$ cat src/rtl/alu_sequencer.sv
// Command sequencer that drives an external combinational ALU, optionally iterating
// the same operation cmd_count times. Iteration is enabled by defining ALU_SEQ_ITER_EN.
module alu_sequencer #(
    parameter int WIDTH = 16,
    parameter int CNT_W = 4
) (
    input  logic             clk,
    input  logic             rst,
    input  logic             cmd_valid,
    output logic             cmd_ready,
    input  logic [2:0]       cmd_op,
    input  logic [WIDTH-1:0] cmd_a,
    input  logic [WIDTH-1:0] cmd_b,
    input  logic [CNT_W-1:0] cmd_count,
    input  logic             flags_load,
    input  logic [3:0]       flags_load_val,
    output logic [WIDTH-1:0] alu_operand1,
    output logic [WIDTH-1:0] alu_operand2,
    output logic [2:0]       alu_operation,
    output logic [3:0]       alu_flags_in,
    input  logic [WIDTH-1:0] alu_result,
    input  logic [3:0]       alu_flags_out,
    output logic             rsp_valid,
    input  logic             rsp_ready,
    output logic [WIDTH-1:0] rsp_result,
    output logic [3:0]       rsp_flags,
    output logic [3:0]       flags
);

    typedef enum logic [1:0] {IDLE, EXEC, DONE} state_t;

    state_t           state_reg;
    logic [WIDTH-1:0] acc_reg;
    logic [WIDTH-1:0] opb_reg;
    logic [2:0]       op_reg;
    logic [3:0]       ccr_reg;
    logic             rsp_valid_reg;

`ifdef ALU_SEQ_ITER_EN
    localparam logic [CNT_W-1:0] ONE = {{(CNT_W-1){1'b0}}, 1'b1};
    logic [CNT_W-1:0] rem_reg;
`else
    // Count is irrelevant when every command is a single iteration.
    logic unused_count;
    assign unused_count = ^cmd_count;
`endif

    // A pending flag restore takes priority over a command in the same cycle.
    assign cmd_ready     = (state_reg == IDLE) && !flags_load && !rst;

    assign alu_operand1  = acc_reg;
    assign alu_operand2  = opb_reg;
    assign alu_operation = op_reg;
    assign alu_flags_in  = ccr_reg;

    assign rsp_valid     = rsp_valid_reg;
    assign rsp_result    = acc_reg;
    assign rsp_flags     = ccr_reg;
    assign flags         = ccr_reg;

    always_ff @(posedge clk or posedge rst) begin
        if (rst) begin
            state_reg     <= IDLE;
            acc_reg       <= '0;
            opb_reg       <= '0;
            op_reg        <= '0;
            ccr_reg       <= '0;
            rsp_valid_reg <= 1'b0;
`ifdef ALU_SEQ_ITER_EN
            rem_reg       <= '0;
`endif
        end else begin
            case (state_reg)
                IDLE: begin
                    if (flags_load) begin
                        ccr_reg <= flags_load_val;
                    end else if (cmd_valid) begin
                        acc_reg   <= cmd_a;
                        opb_reg   <= cmd_b;
                        op_reg    <= cmd_op;
`ifdef ALU_SEQ_ITER_EN
                        rem_reg   <= (cmd_count == '0) ? ONE : cmd_count;
`endif
                        state_reg <= EXEC;
                    end
                end
                EXEC: begin
                    // Flags feed back through ccr so each iteration sees the previous carry.
                    acc_reg <= alu_result;
                    ccr_reg <= alu_flags_out;
`ifdef ALU_SEQ_ITER_EN
                    rem_reg <= rem_reg - ONE;
                    if (rem_reg == ONE) begin
                        state_reg     <= DONE;
                        rsp_valid_reg <= 1'b1;
                    end
`else
                    state_reg     <= DONE;
                    rsp_valid_reg <= 1'b1;
`endif
                end
                DONE: begin
                    if (rsp_ready) begin
                        state_reg     <= IDLE;
                        rsp_valid_reg <= 1'b0;
                    end
                end
                default: begin
                    state_reg     <= IDLE;
                    rsp_valid_reg <= 1'b0;
                end
            endcase
        end
    end

endmodule

$ cat config.mk
export PLATFORM = sky130hd
export DESIGN_NAME = alu_sequencer
export DESIGN_NICKNAME = d
export VERILOG_FILES = /design/src/rtl/alu_sequencer.sv
export SDC_FILE = /design/constraint.sdc
export NUM_CORES = 1
export LEC_CHECK = 0
export BUFFER_PORTS_ARGS = -buffer_cell sky130_fd_sc_hd__buf_2
export CAP_MARGIN = 20
export CORE_MARGIN = 4
export CORE_UTILIZATION = 46
export CTS_BUF_LIST = sky130_fd_sc_hd__clkbuf_4 sky130_fd_sc_hd__clkbuf_8
export CTS_CLUSTER_SIZE = 10
export DETAILED_ROUTE_END_ITERATION = 8
export PLACE_DENSITY = 0.95
export SETUP_SLACK_MARGIN = 0.3
export SLEW_MARGIN = 40
export SYNTH_ARGS = -nofsm -noshare
export SYNTH_HDL_FRONTEND = slang
export SYNTH_SLANG_ARGS = --single-unit
$ cat constraint.sdc
create_clock -name clk -period 2.3 [get_ports clk]
set_input_delay 0.46 -clock clk [delete_from_list [all_inputs] [get_ports clk]]
set_output_delay 0.46 -clock clk [all_outputs]
set_load 0.1 [all_outputs]
==> flow_summary.json, run 1 <==
{
  "core_region_area_mm2": 0.00409,
  "slew-limit-headroom": 0.654,
  "grt_pass1_wl_um": 6930,
  "detail_route.iter0.violations": 54,
  "final_area_mm2": 0.00257,
  "cp.required_ns": 1.84,
  "overflow": 0,
  "post_synth_inst_count": 169,
  "initial_util": 0.488,
  "synth.cell_area_mm2": 0.00199,
  "period_share": 0.823,
  "crit_path_end_kind": "output pin",
  "synth.avg_cell_area_um2": 11.8,
  "layout_min_cycle_time_ns": 1.89,
  "path_class": "flip-flop to output pin",
  "die_area_mm2": 0.00545,
  "drv_cap": 0,
  "drive_gt1_frac": 0.585,
  "least_margin_pin_slew_ns": 0.519,
  "number_of_vias_per_cell": 4.80,
  "worstSkewPairLatency_ns": 0.28,
  "global_route_usage_sum": 0.164,
  "fmaxAchievable_mhz": 528,
  "gp_congestion": 0.765,
  "num_vias": 1560,
  "cts_post_setup_buffers_inserted": 0,
  "cts_buffers": 5,
  "cts.htree.levels": 2,
  "postSynthNetCount": 237,
  "post_dp_cell_area_mm2": 0.00247,
  "yosys_warnings": 0,
  "antenna_found_initial": 0,
  "finalClockSkew_ns": 0.00296,
  "regToRegStartpoint": "state_reg[0]",
  "timing.critical_path.cells": "nor4_4 > buf_4",
  "drcViolationCount": 0,
  "avgRoutedWirePerCell_um": 13.8,
  "yosys_register_bits": 42,
  "numClockSinks": 42,
  "vert_die_dim_um": 73.8,
  "category_of_the_worst_setup_path_launch_point": "flip-flop",
  "crit_start": "state_reg[1]",
  "tritoncts": "yes",
  "grt_pass1_vias": 1587,
  "layout.nets": 342,
  "setup_viol": 0,
  "clk_pin_slew_worst_paths_ns": 0.08,
  "die_w_um": 73.8,
  "worst_ep_arrival_time_ns": 1.43,
  "detail_route.wirelength_um": 4480,
  "grt_max_degree": 43,
  "ys_types": 19,
  "drt_first_pass_iters": 4,
  "io_pins": 133,
  "fraction_of_the_core_area_covered_by_cells_at_the_end_of_the_flow": 0.630,
  "layout-area-overhead-vs-synth_pct": 29.1,
  "cts_max_path_buffers": 2,
  "critical_path.slowest_cell": "sky130_fd_sc_hd__dfrtp_1",
  "antennaDiodeCount": 0,
  "timing_max_transition_violations_final": 0,
  "numPortBuffers": 128,
  "timing.final.hold_violations": 0,
  "run_status": "finished, final reports clean",
  "netlist_top_cells_area": "sky130_fd_sc_hd__dfrtp_1 53%, sky130_fd_sc_hd__mux2_2 11%, sky130_fd_sc_hd__buf_4 9.0%, sky130_fd_sc_hd__mux2i_1 8.0%, sky130_fd_sc_hd__a21oi_1 5.0%",
  "dp_cells": 317,
  "fin_tns_setup_ns": 0,
  "clockRootBuffer": "sky130_fd_sc_hd__clkbuf_8",
  "slowest_stage_delay_on_critical_path_ns": 0.52,
  "holdCritPathClass": "input pin to async pin",
  "seq_area_frac_synth": 0.527,
  "detail-route-antenna-nets": 0,
  "crit_family": "flip-flops",
  "layout.cells.non_filler": 325,
  "post_cts.resized_instances": 1,
  "netlist.top_cell.by_area": "sky130_fd_sc_hd__dfrtp_1",
  "crit_buf_inv": 1,
  "post-dp-hpwl_um": 3520,
  "cts.hold.buffers_added": 0,
  "worstPathMaxFanout": 10,
  "synthDominantCellAreaShare": 0.527,
  "rsz0062_at_grt": "false",
  "fp_rows": 23
}
==> cells in the mapped netlist <==
cell type and n:
sky130_fd_sc_hd__nand2b_1 1, sky130_fd_sc_hd__o21bai_1 1, sky130_fd_sc_hd__dfrtp_1 42, sky130_fd_sc_hd__buf_6 2, sky130_fd_sc_hd__mux2_2 19, sky130_fd_sc_hd__clkbuf_8 1, sky130_fd_sc_hd__mux2i_1 16, sky130_fd_sc_hd__o21ai_0 5
sky130_fd_sc_hd__inv_1 1, sky130_fd_sc_hd__nor2_1 17, sky130_fd_sc_hd__o21a_1 1, sky130_fd_sc_hd__nand2_1 6, sky130_fd_sc_hd__buf_4 24, sky130_fd_sc_hd__and3b_1 4, sky130_fd_sc_hd__nor4_1 1, sky130_fd_sc_hd__buf_12 2
sky130_fd_sc_hd__clkbuf_1 5, sky130_fd_sc_hd__a21oi_1 20, sky130_fd_sc_hd__nor4b_2 1
==> layout by cell type, fill, tap and decap left out, types with 4 or more instances in the layout <==
cell type / synthesis / routed
sky130_fd_sc_hd__o21ai_0: 5 / 5
sky130_fd_sc_hd__clkbuf_8: 1 / 6
sky130_fd_sc_hd__nand2_1: 6 / 6
sky130_fd_sc_hd__and3b_1: 4 / 4
sky130_fd_sc_hd__dfrtp_1: 42 / 42
sky130_fd_sc_hd__mux2_2: 19 / 19
sky130_fd_sc_hd__mux2i_1: 16 / 16
sky130_fd_sc_hd__buf_4: 24 / 5
sky130_fd_sc_hd__buf_2: 0 / 127
sky130_fd_sc_hd__nor2_1: 17 / 17
sky130_fd_sc_hd__a21oi_1: 20 / 20
==> worst min-delay path: stages <==
cell	delay, ns
sky130_fd_sc_hd__buf_2	0.12
sky130_fd_sc_hd__clkinv_1	0.04
sky130_fd_sc_hd__buf_4	0.43
==> final cells by class <==
type	instances	area (um^2)
clock inverters	2	12.5
inverters	1	3.75
flip-flops and latches	42	1050
clock buffers	6	82.6
fillers	338	1510
multi-input cells	92	687
repair buffers	132	673
well taps	50	62.6
==> stage by stage <==
| step | hold WS (ns) | worst slack (ns) |
|---|---|---|
| floorplan | 0.567 | 0.257 |
| global placement | 0.472 | 0.575 |
| detailed placement | 0.491 | 0.564 |
| CTS | 0.329 | 0.397 |
| global route | 0.368 | 0.318 |
| finish | 0.311 | 0.407 |
==> path summary, 6_finish.rpt <==
check	to	slack (ns)	cells past startpoint
setup / recovery	cmd_ready	0.41	2
hold / removal	alu_operand2[13]	0.31	3
setup reg to reg	alu_operation[1]	0.59	3
hold reg to reg	alu_operand2[5]	0.51	1
max in group asynchronous	alu_operand1[6]	1.63	3
min in group clk	alu_operand2[9]	0.40	2
==> kinds of logic after synthesis <==
| group | share of synthesized area |
|---|---|
| buffers and inverters | 0.140 |
| multiplexers | 0.188 |
| flip-flops | 0.527 |
| AO/OA/AOI/OAI | 0.0703 |
| AND/OR/NAND/NOR | 0.0747 |
==> per-layer routing <==
metal,up-vias,share of wire,global-route usage
li1,759,-,-
met1,715,0.35,0.164
met2,82,0.54,0.316
met3,4,0.11,0.0561
met4,0,0.0058,0.0463
met5,-,0,0
Power of run 1 is left out: the tool's default activity adds up to more than one toggle a clock period on the data nets, which glitch-free logic cannot reach.
==> inputs of run 2 (changes only) <==
--- a/config.mk
+++ b/config.mk
@@ -5,14 +5,15 @@
 export SDC_FILE = /design/constraint.sdc
 export NUM_CORES = 1
 export LEC_CHECK = 0
+export ABC_AREA = 1
 export BUFFER_PORTS_ARGS = -buffer_cell sky130_fd_sc_hd__buf_2
 export CAP_MARGIN = 20
 export CORE_MARGIN = 4
-export CORE_UTILIZATION = 46
+export CORE_UTILIZATION = 40
 export CTS_BUF_LIST = sky130_fd_sc_hd__clkbuf_4 sky130_fd_sc_hd__clkbuf_8
 export CTS_CLUSTER_SIZE = 10
 export DETAILED_ROUTE_END_ITERATION = 8
-export PLACE_DENSITY = 0.95
+export PLACE_DENSITY = 0.89
 export SETUP_SLACK_MARGIN = 0.3
 export SLEW_MARGIN = 40
 export SYNTH_ARGS = -nofsm -noshare
==> constraint.sdc (replaced) <==
create_clock -name clk -period 1.7 [get_ports clk]
set_input_delay 0.34 -clock clk [delete_from_list [all_inputs] [get_ports clk]]
set_output_delay 0.34 -clock clk [all_outputs]
set_load 0.1 [all_outputs]
==> flow_summary.json, run 2 <==
{
  "run_status": "finished, final reports clean",
  "tritoncts": "yes",
  "final_area_mm2": 0.00306,
  "post_synth_inst_count": 275,
  "clockRootBuffer": "sky130_fd_sc_hd__clkbuf_8",
  "yosys-mux-area-fraction": 0,
  "drive_gt1_frac": 0.464,
  "detail_route.iter0.violations": 100,
  "ys_types": 16,
  "synth_adder_area_share": 0,
  "crit_path_end_kind": "output pin",
  "synth.most_common_cell": "sky130_fd_sc_hd__nand2_1",
  "die_area_mm2": 0.00652,
  "least_margin_pin_slew_ns": 0.305,
  "total_area_of_multi_input_combinational_cells_um2": 813,
  "antenna_found_initial": 0,
  "commonest_cells_after_routing_fill_and_taps_aside": "141 x sky130_fd_sc_hd__nand2_1, 71 x sky130_fd_sc_hd__buf_4, 63 x sky130_fd_sc_hd__buf_2, 36 x sky130_fd_sc_hd__nand3_1",
  "drv_cap": 0,
  "num_vias": 2149,
  "layout-area-overhead-vs-synth_pct": 44.7,
  "power.leakage_uw": 0.00177,
  "global_route_usage_sum": 0.193,
  "post_dp_cell_area_mm2": 0.00272,
  "cts.htree.levels": 2,
  "antennaDiodeCount": 0,
  "yosys_warnings": 0,
  "io_pins": 133,
  "avgRoutedWirePerCell_um": 13.4,
  "clk_pin_slew_worst_paths_ns": 0.08,
  "cts_buffers": 5,
  "top_post_synthesis_cells_by_count": "142 x sky130_fd_sc_hd__nand2_1, 42 x sky130_fd_sc_hd__dfrtp_1, 36 x sky130_fd_sc_hd__nand3_1, 29 x sky130_fd_sc_hd__buf_4",
  "yosys.area_share.xor_xnor": 0,
  "netlist.top_cell.by_area": "sky130_fd_sc_hd__dfrtp_1",
  "dp_cells": 443,
  "drcViolationCount": 0,
  "drt_first_pass_iters": 4,
  "period_share": 0.967,
  "vert_die_dim_um": 80.8,
  "layout.nets": 453,
  "cp.required_ns": 1.36,
  "seq_area_mm2": 0.00108,
  "detail_route.wirelength_um": 6100,
  "numClockSinks": 42,
  "path_class": "flip-flop to output pin",
  "worstPathMaxFanout": 2,
  "netlist_top_cells_area": "sky130_fd_sc_hd__dfrtp_1 50%, sky130_fd_sc_hd__nand2_1 25%, sky130_fd_sc_hd__buf_4 10%, sky130_fd_sc_hd__nand3_1 8.5%, sky130_fd_sc_hd__buf_2 1.2%",
  "fmaxAchievable_mhz": 608,
  "setup_viol": 0,
  "initial_util": 0.415,
  "synthDominantCellAreaShare": 0.496,
  "core_region_area_mm2": 0.00511,
  "timing.final.hold_violations": 0,
  "synth-compound-area-share": 0.00945,
  "irDropWorstVdd_v": 0.00147,
  "holdCritPathClass": "input pin to flip-flop",
  "slew-limit-headroom": 0.795,
  "category_of_the_worst_setup_path_launch_point": "flip-flop",
  "post-dp-hpwl_um": 4230,
  "synth-simple-area-share": 0.353,
  "timing_max_transition_violations_final": 0,
  "setup.reg_to_reg.worst_slack_ns": 0.37,
  "synth_async_sr_flop_share": 1.00,
  "grt_pass1_vias": 2148,
  "synth_enable_flop_cells": 0,
  "synth.cell_area_mm2": 0.00212,
  "synth_top_family_by_area": "simple AND/OR/NAND/NOR gates",
  "numPortBuffers": 128,
  "grt_max_degree": 34,
  "grt_pass1_wl_um": 9720,
  "layout.cells.non_filler": 456,
  "number_of_vias_per_cell": 4.71,
  "layout_min_cycle_time_ns": 1.64,
  "ys_dominant_reg_cell": "sky130_fd_sc_hd__dfrtp_1",
  "layout.filler_cells": 435,
  "rsz0062_at_grt": "true",
  "gp_congestion": 0.714,
  "most_frequent_standard_cell_in_the_layout_excluding_fill_and_tap_cells": "sky130_fd_sc_hd__nand2_1",
  "yosys_register_bits": 42,
  "fp_rows": 26,
  "postSynthNetCount": 343,
  "powerDensity_mw_per_mm2": 2150,
  "overflow": 0,
  "total_power_after_layout_uw": 6600,
  "cts_max_path_buffers": 2,
  "seq_area_frac_synth": 0.496,
  "finalClockSkew_ns": 0.00671,
  "detail-route-antenna-nets": 0,
  "synth.avg_cell_area_um2": 7.70,
  "die_w_um": 80.8,
  "final.hold.worst_slack_ns": 0.240,
  "worst_ep_arrival_time_ns": 1.30,
  "worstSkewPairLatency_ns": 0.29
}
run 2: cell types whose count changed in the layout (fill, tap and decap cells not counted), moves of 16 or more:
cell                      change
sky130_fd_sc_hd__nand2_1    +135
sky130_fd_sc_hd__buf_4       +66
sky130_fd_sc_hd__buf_2       -64
sky130_fd_sc_hd__nand3_1     +36
sky130_fd_sc_hd__dfrtp_1     -21
sky130_fd_sc_hd__dfrtp_2     +21
sky130_fd_sc_hd__a21oi_1     -20
sky130_fd_sc_hd__mux2_2      -19
sky130_fd_sc_hd__mux2i_1     -16
sky130_fd_sc_hd__nor2_1      -16
run 2: final cells by class:
cell class / instances / share of cell area
clock buffers: 6 / 0.0249
clock inverters: 2 / 0.00490
inverters: 6 / 0.00735
multi-input cells: 188 / 0.265
flip-flops and latches: 42 / 0.352
well taps: 70 / 0.0286
repair buffers: 142 / 0.317
run 2: per-layer routing:
layer / share of wire / track usage / up-vias
li1: - / - / 1047
met4: 0.016 / 0.0743 / 0
met2: 0.50 / 0.340 / 115
met5: 0 / 0 / -
met1: 0.39 / 0.225 / 976
met3: 0.097 / 0.0488 / 11
run 2: worst max-delay path, stage by stage (launching register included):
cell	delay (ns)
sky130_fd_sc_hd__dfrtp_2	0.43
sky130_fd_sc_hd__nor4_4	0.36
sky130_fd_sc_hd__buf_12	0.22
run 2: repair_timing:
item                       CTS  global route
pin swaps                    1             1
buffers inserted             3             1
setup endpoints to repair   70            39
cloned                       0             0
hold endpoints to repair     9             0
hold buffers                 1             0
gates resized for setup     70             4
run 2: path summary, 6_finish.rpt:
path,from,endpoint,depth (start not counted)
min,cmd_b[3],alu_operand2[3],3
max reg2reg,state_reg[1],alu_flags_in[3],7
max in group asynchronous,rst,alu_operand1[8],4
max,state_reg[1],cmd_ready,2
min in group asynchronous,rst,alu_operand2[0],3
min reg2reg,alu_operand2[10],alu_operand2[10],2
run 2: per-stage QoR:
stage	TNS, ns	setup slack (ns)	util
finish	0	0.0566	0.600
global route	0	0.0257	0.600
CTS	0	0.0494	0.593
detailed placement	0	0.268	0.532
global placement	0	0.299	0.532
floorplan	-0.224	-0.224	-
run 2: power breakdown:
part           internal (uW)  switching, uW
Combinational            801           3660
Clock                    305            337
Sequential              1290            206
Total                   2390           4210
run 2: logic make-up after synthesis:
group / after synthesis
and+or+nand+nor: 184
DFF: 42
AOI/OAI and AO/OA: 4
buffers and inverters: 45
Note: power is estimated with default switching activity, not from simulation.
